`src/rtl/dsp_mac_ctrl.sv`:
```
// Controller for a DSP48A1 multiply-accumulate: accepts len operand pairs, steers
// the slice clock enables and OPMODE, and pulses done when P holds the final sum.
module dsp_mac_ctrl #(
  parameter int unsigned LEN_W    = 8,
  parameter int unsigned PIPE_LAT = 4
) (
  input  logic             clk,
  input  logic             rst,
  input  logic             start,
  input  logic [LEN_W-1:0] len,
  input  logic             abort,
  input  logic             in_valid,
  output logic             in_ready,
  output logic             ce_in,
  output logic             ce_m,
  output logic             ce_p,
  output logic             rst_p,
  output logic [7:0]       opmode,
  output logic             busy,
  output logic             done,
  output logic [LEN_W-1:0] count
);

  localparam int unsigned TagW = PIPE_LAT - 1;
  localparam logic [LEN_W-1:0] CntOne = LEN_W'(1);

  typedef enum logic [2:0] {StIdle, StClr, StRun, StDrain, StDone} state_e;

  state_e           state_q, state_d;
  logic [LEN_W-1:0] len_q, len_d;
  logic [LEN_W-1:0] count_q, count_d;
  logic [TagW-1:0]  tag_v_q, tag_v_d;
  logic [TagW-1:0]  tag_f_q, tag_f_d;
  logic [TagW-1:0]  tag_l_q, tag_l_d;
  logic             abort_rst_q, abort_rst_d;
  logic             accept, abort_act, last_acc;
  logic [LEN_W-1:0] count_inc;

  always_comb begin
    accept    = in_valid && (state_q == StRun);
    abort_act = abort && (state_q inside {StClr, StRun, StDrain});
    count_inc = count_q + CntOne;
    last_acc  = accept && (count_inc == len_q);

    state_d     = state_q;
    len_d       = len_q;
    count_d     = count_q;
    abort_rst_d = 1'b0;

    // Tag pipeline mirrors the DSP datapath: stage TagW-1 lines up with the P update.
    tag_v_d    = tag_v_q;
    tag_f_d    = tag_f_q;
    tag_l_d    = tag_l_q;
    tag_v_d[0] = accept;
    tag_f_d[0] = (count_q == '0);
    tag_l_d[0] = last_acc;
    for (int i = 1; i < TagW; i++) begin
      tag_v_d[i] = tag_v_q[i-1];
      tag_f_d[i] = tag_f_q[i-1];
      tag_l_d[i] = tag_l_q[i-1];
    end

    unique case (state_q)
      StIdle: begin
        if (start) begin
          len_d   = len;
          count_d = '0;
          state_d = (len == '0) ? StClr : StRun;
        end
      end
      StClr: state_d = StDone;
      StRun: begin
        if (accept) count_d = count_inc;
        if (last_acc) state_d = StDrain;
      end
      StDrain: begin
        if (tag_v_q[TagW-1] && tag_l_q[TagW-1]) state_d = StDone;
      end
      StDone:  state_d = StIdle;
      default: state_d = StIdle;
    endcase

    // Abort wins over a same-cycle accept: the pair stays counted but never reaches P.
    if (abort_act) begin
      state_d     = StIdle;
      abort_rst_d = 1'b1;
      tag_v_d     = '0;
      tag_f_d     = '0;
      tag_l_d     = '0;
    end
  end

  always_ff @(posedge clk or negedge rst) begin
    if (!rst) begin
      state_q     <= StIdle;
      len_q       <= '0;
      count_q     <= '0;
      tag_v_q     <= '0;
      tag_f_q     <= '0;
      tag_l_q     <= '0;
      abort_rst_q <= 1'b0;
    end else begin
      state_q     <= state_d;
      len_q       <= len_d;
      count_q     <= count_d;
      tag_v_q     <= tag_v_d;
      tag_f_q     <= tag_f_d;
      tag_l_q     <= tag_l_d;
      abort_rst_q <= abort_rst_d;
    end
  end

  always_comb begin
    in_ready = (state_q == StRun);
    ce_in    = (state_q == StRun) || (state_q == StDrain);
    ce_m     = ce_in;
    ce_p     = tag_v_q[TagW-1];
    opmode   = !ce_p ? 8'h00 : (tag_f_q[TagW-1] ? 8'h01 : 8'h09);
    rst_p    = (state_q == StClr) || abort_rst_q;
    busy     = (state_q != StIdle);
    done     = (state_q == StDone);
    count    = count_q;
  end

endmodule

```
`config.mk`:
```
export PLATFORM = sky130hd
export DESIGN_NAME = dsp_mac_ctrl
export DESIGN_NICKNAME = d
export VERILOG_FILES = /design/src/rtl/dsp_mac_ctrl.sv
export SDC_FILE = /design/constraint.sdc
export NUM_CORES = 1
export LEC_CHECK = 0
export CAP_MARGIN = 10
export CORE_ASPECT_RATIO = 1.2
export CORE_MARGIN = 2
export CORE_UTILIZATION = 45
export CTS_CLUSTER_SIZE = 10
export DETAILED_ROUTE_END_ITERATION = 8
export PLACE_DENSITY = 0.76
export SYNTH_ARGS = -nofsm -noshare
export SYNTH_HDL_FRONTEND = slang
export SYNTH_SLANG_ARGS = --single-unit
```
`constraint.sdc`:
```
create_clock -name clk -period 1.57 [get_ports clk]
set_clock_uncertainty 0.1 [all_clocks]
set_input_delay 0.314 -clock clk [delete_from_list [all_inputs] [get_ports clk]]
set_output_delay 0.314 -clock clk [all_outputs]
set_load 0.01 [all_outputs]
```
==> qor.txt <==
Fraction of layout cells with a size suffix above 1 -> 0.479
Setup Viol. Count Final -> 24
Ys async rst share -> 1.00
Cell taking the most area after synthesis -> dfrtp_1
Synth Cell Area -> 1640 sq um
Critical-path top delay cell -> dfrtp_2
Final period util -> 1.14
Area after DPL -> 2150 sq um
Post-route cell area -> 2560 sq um
Gr ovfl total -> 0
Layout Utilization -> 0.715
Clock group share of total power -> 0.142
IO buf count -> 29
Maximum vdd drop -> 974 uV
Crit-path max FO -> 6
CTS tree -> built
Max Cap Viol -> 0
Final worst slack -> -221 ps
Layout Cells excl Fill -> 275
Max Slew Vio Count -> 0
Int Power -> 2.64 mW
Die footprint -> 4150 sq um
Top-area cell type share of the netlist area -> 0.442
Via count -> 1531
First-pass DRT Iterations -> 4
Root buf cell -> clkbuf_8
Largest net degree at the start of global routing -> 30
DP HPWL -> 2.96 mm
Die H -> 70.2 microns
First-pass GRT wire length -> 7.11 mm
Sequential share of power -> 0.290
Synthesized instance count -> 158
DR WL/cell -> 16.9 microns
DRT Wirelength -> 4.65 mm
Critical path type -> register to register
Psw -> 1.55 mW
Clock net sink count -> 29
Sequential share of the synthesized area -> 0.442
Skew-Pair Late Insertion Delay -> 280 ps
Worst Setup End Kind -> register
GRT Util Overall -> 0.227
Crit-path max cell delay -> 460 ps
Dpl cells -> 248
CTS buffer count -> 5
Initial Utilization -> 0.460
Status -> complete, but fails checks
Lkg Pwr -> 1.20 nW
1st-iter DRT viols -> 47
Period minus WS final -> 1790 ps
Clock Path Buffers -> 2
Hold Path Class -> input pin to asynchronous set/reset pin
Hold_buf cts -> 0
Initial antenna violation count -> 0
Failing checks -> setup timing
EDFF count, synth -> 0
Clk slew on worst S/H paths -> 70 ps
Vias in the first global route -> 1493
Top Ports -> 36
Largest cells by area after synthesis -> dfrtp_1 44%, mux2_2 5.5%, xnor2_1 4.8%
DRC -> 0
Most frequent cell after synthesis -> dfrtp_1
Final hold vios -> 0
Sw Share -> 0.371
Seq cells post-synth -> 29
Data required, critical path -> 1660 ps
Final #Nets -> 250
Setup TNS -> -2530 ps
Commonest cells in the synthesized netlist -> 29 x dfrtp_1, 10 x buf_4, 10 x nand2_1
RSZ-0062 raised after global routing -> yes
WP data arrival -> 1890 ps
Mapped Avg Cell Area -> 10.4 sq um
Diodes inserted -> 0
Core area -> 3570 sq um
FMAX -> 558 MHz
Routability congestion estimate from global placement -> 0.836
CP Cell Sequence -> buf_6 > nor2_4 > nand2_4 > clkinv_4 > buf_6 > nand2_4 > a211oi_2 > nand4_1 > a21oi_2
Row count -> 24
Final ANT Viol Nets -> 0
Pwr/cell area -> 1640 nW/um^2
H-tree depth -> 2
Synth cell types -> 43
Worst setup SP type -> register
Area growth, synth to finish -> 55.6%
Yosys warns -> 0
Comb pwr share -> 0.568
Die Wd -> 59.2 microns
Top_reg_cell synth -> dfrtp_1
Vias per cell -> 5.57
worst max-delay path, delay by kind of cell, from the launching register on:
family,cells,cell delay [ps]
DFF,1,460
and+or+nand+nor,4,430
AOI/OAI and AO/OA,2,410
buffers and inverters,3,300
sequential cells by signal, summed over array words and instances (netlist names):
name and cells:
count 8, len_q 8, state_q 3, tag_f_q 3, tag_l_q 3, tag_v_q 3
abort_rst_q 1
per-stage QoR:
| stage | hold WS (ps) | setup slack, ps | power [mW] |
|---|---|---|---|
| 2_1_floorplan | -81.6 | 0.518 | 2.21 |
| 3_3_place_gp | 342 | -238 | 2.84 |
| 3_5_place_dp | 351 | -323 | 2.92 |
| 4_1_cts | 287 | -141 | 3.96 |
| 5_1_grt | 305 | -262 | 4.41 |
| 6_report | 284 | -221 | 4.19 |
layout make-up:
cell class,count,area [sq um]
clock buffer,5,68.8
clock inverter,3,17.5
fill,253,1020
inverter,5,23.8
multi-input combinational,112,943
sequential,29,736
tap,39,48.8
timing repair buffer,82,718
what timing repair did:
item	4_1_cts	5_1_grt
buffers inserted	14	4
hold endpoints to repair	0	0
setup endpoints to repair	36	28
gates resized for setup	82	19
gates cloned	1	0
pin swaps	13	13
power by group through the flow:
stage	Clock, mW	Combinational [mW]	Sequential [mW]
floorplan	0	1.07	1.14
global placement	0	1.65	1.20
detailed placement	0	1.71	1.21
CTS	0.607	2.15	1.20
global route	0.638	2.53	1.24
finish	0.595	2.38	1.22
path summary, 6_finish.rpt:
check | startpoint | cells past startpoint | slack (ps) | to
max | state_q[2] | 9 | -220 | state_q[0]
min | rst | 2 | 280 | tag_v_q[0]
max reg2reg | state_q[2] | 9 | -220 | state_q[0]
min reg2reg | tag_l_q[0] | 1 | 370 | tag_l_q[1]
max in group asynchronous | rst | 2 | 900 | count[2]
min in group clk | tag_l_q[0] | 1 | 370 | tag_l_q[1]
per-layer routing:
metal | up-vias | GRT usage | routed length [microns]
li1 | 689 | - | -
met1 | 763 | 0.267 | 1860
met2 | 65 | 0.404 | 2460
met3 | 14 | 0.0574 | 250
met4 | 0 | 0.0530 | 74
met5 | - | 0 | 0
cells in the final DEF (no fill, tap or decap), drive strengths merged, types with 3 or more instances in the layout:
cell | Yosys | layout
buf | 17 | 59
dfrtp | 29 | 29
clkdlybuf4s50 | 0 | 12
nand2 | 11 | 11
dlygate4sd2 | 0 | 9
nor2b | 9 | 9
xnor2 | 9 | 9
o21ai | 9 | 9
mux2 | 8 | 8
nor2 | 8 | 8
clkbuf | 0 | 7
conb | 1 | 6
a21oi | 6 | 6
nor3 | 5 | 5
nor3b | 4 | 4
inv | 4 | 4
nor4 | 3 | 3
nand3 | 3 | 3
xor2 | 3 | 3
and3 | 3 | 3
clkinv | 1 | 3
logic make-up (layout without fill, tap and decap cells):
group                      count (synthesis)  after routing  synth area share
and+or+nand+nor                           56             56             0.206
other                                      1              6           0.00228
DFF                                       29             29             0.442
xor gates and xnor gates                  12             12            0.0640
buffers and inverters                     22             95            0.0982
muxes                                      8              8            0.0548
AOI/OAI and AO/OA                         28             28             0.118
adders and majority gates                  2              2            0.0152
No activity file was read; power rests on OpenSTA's default activity.
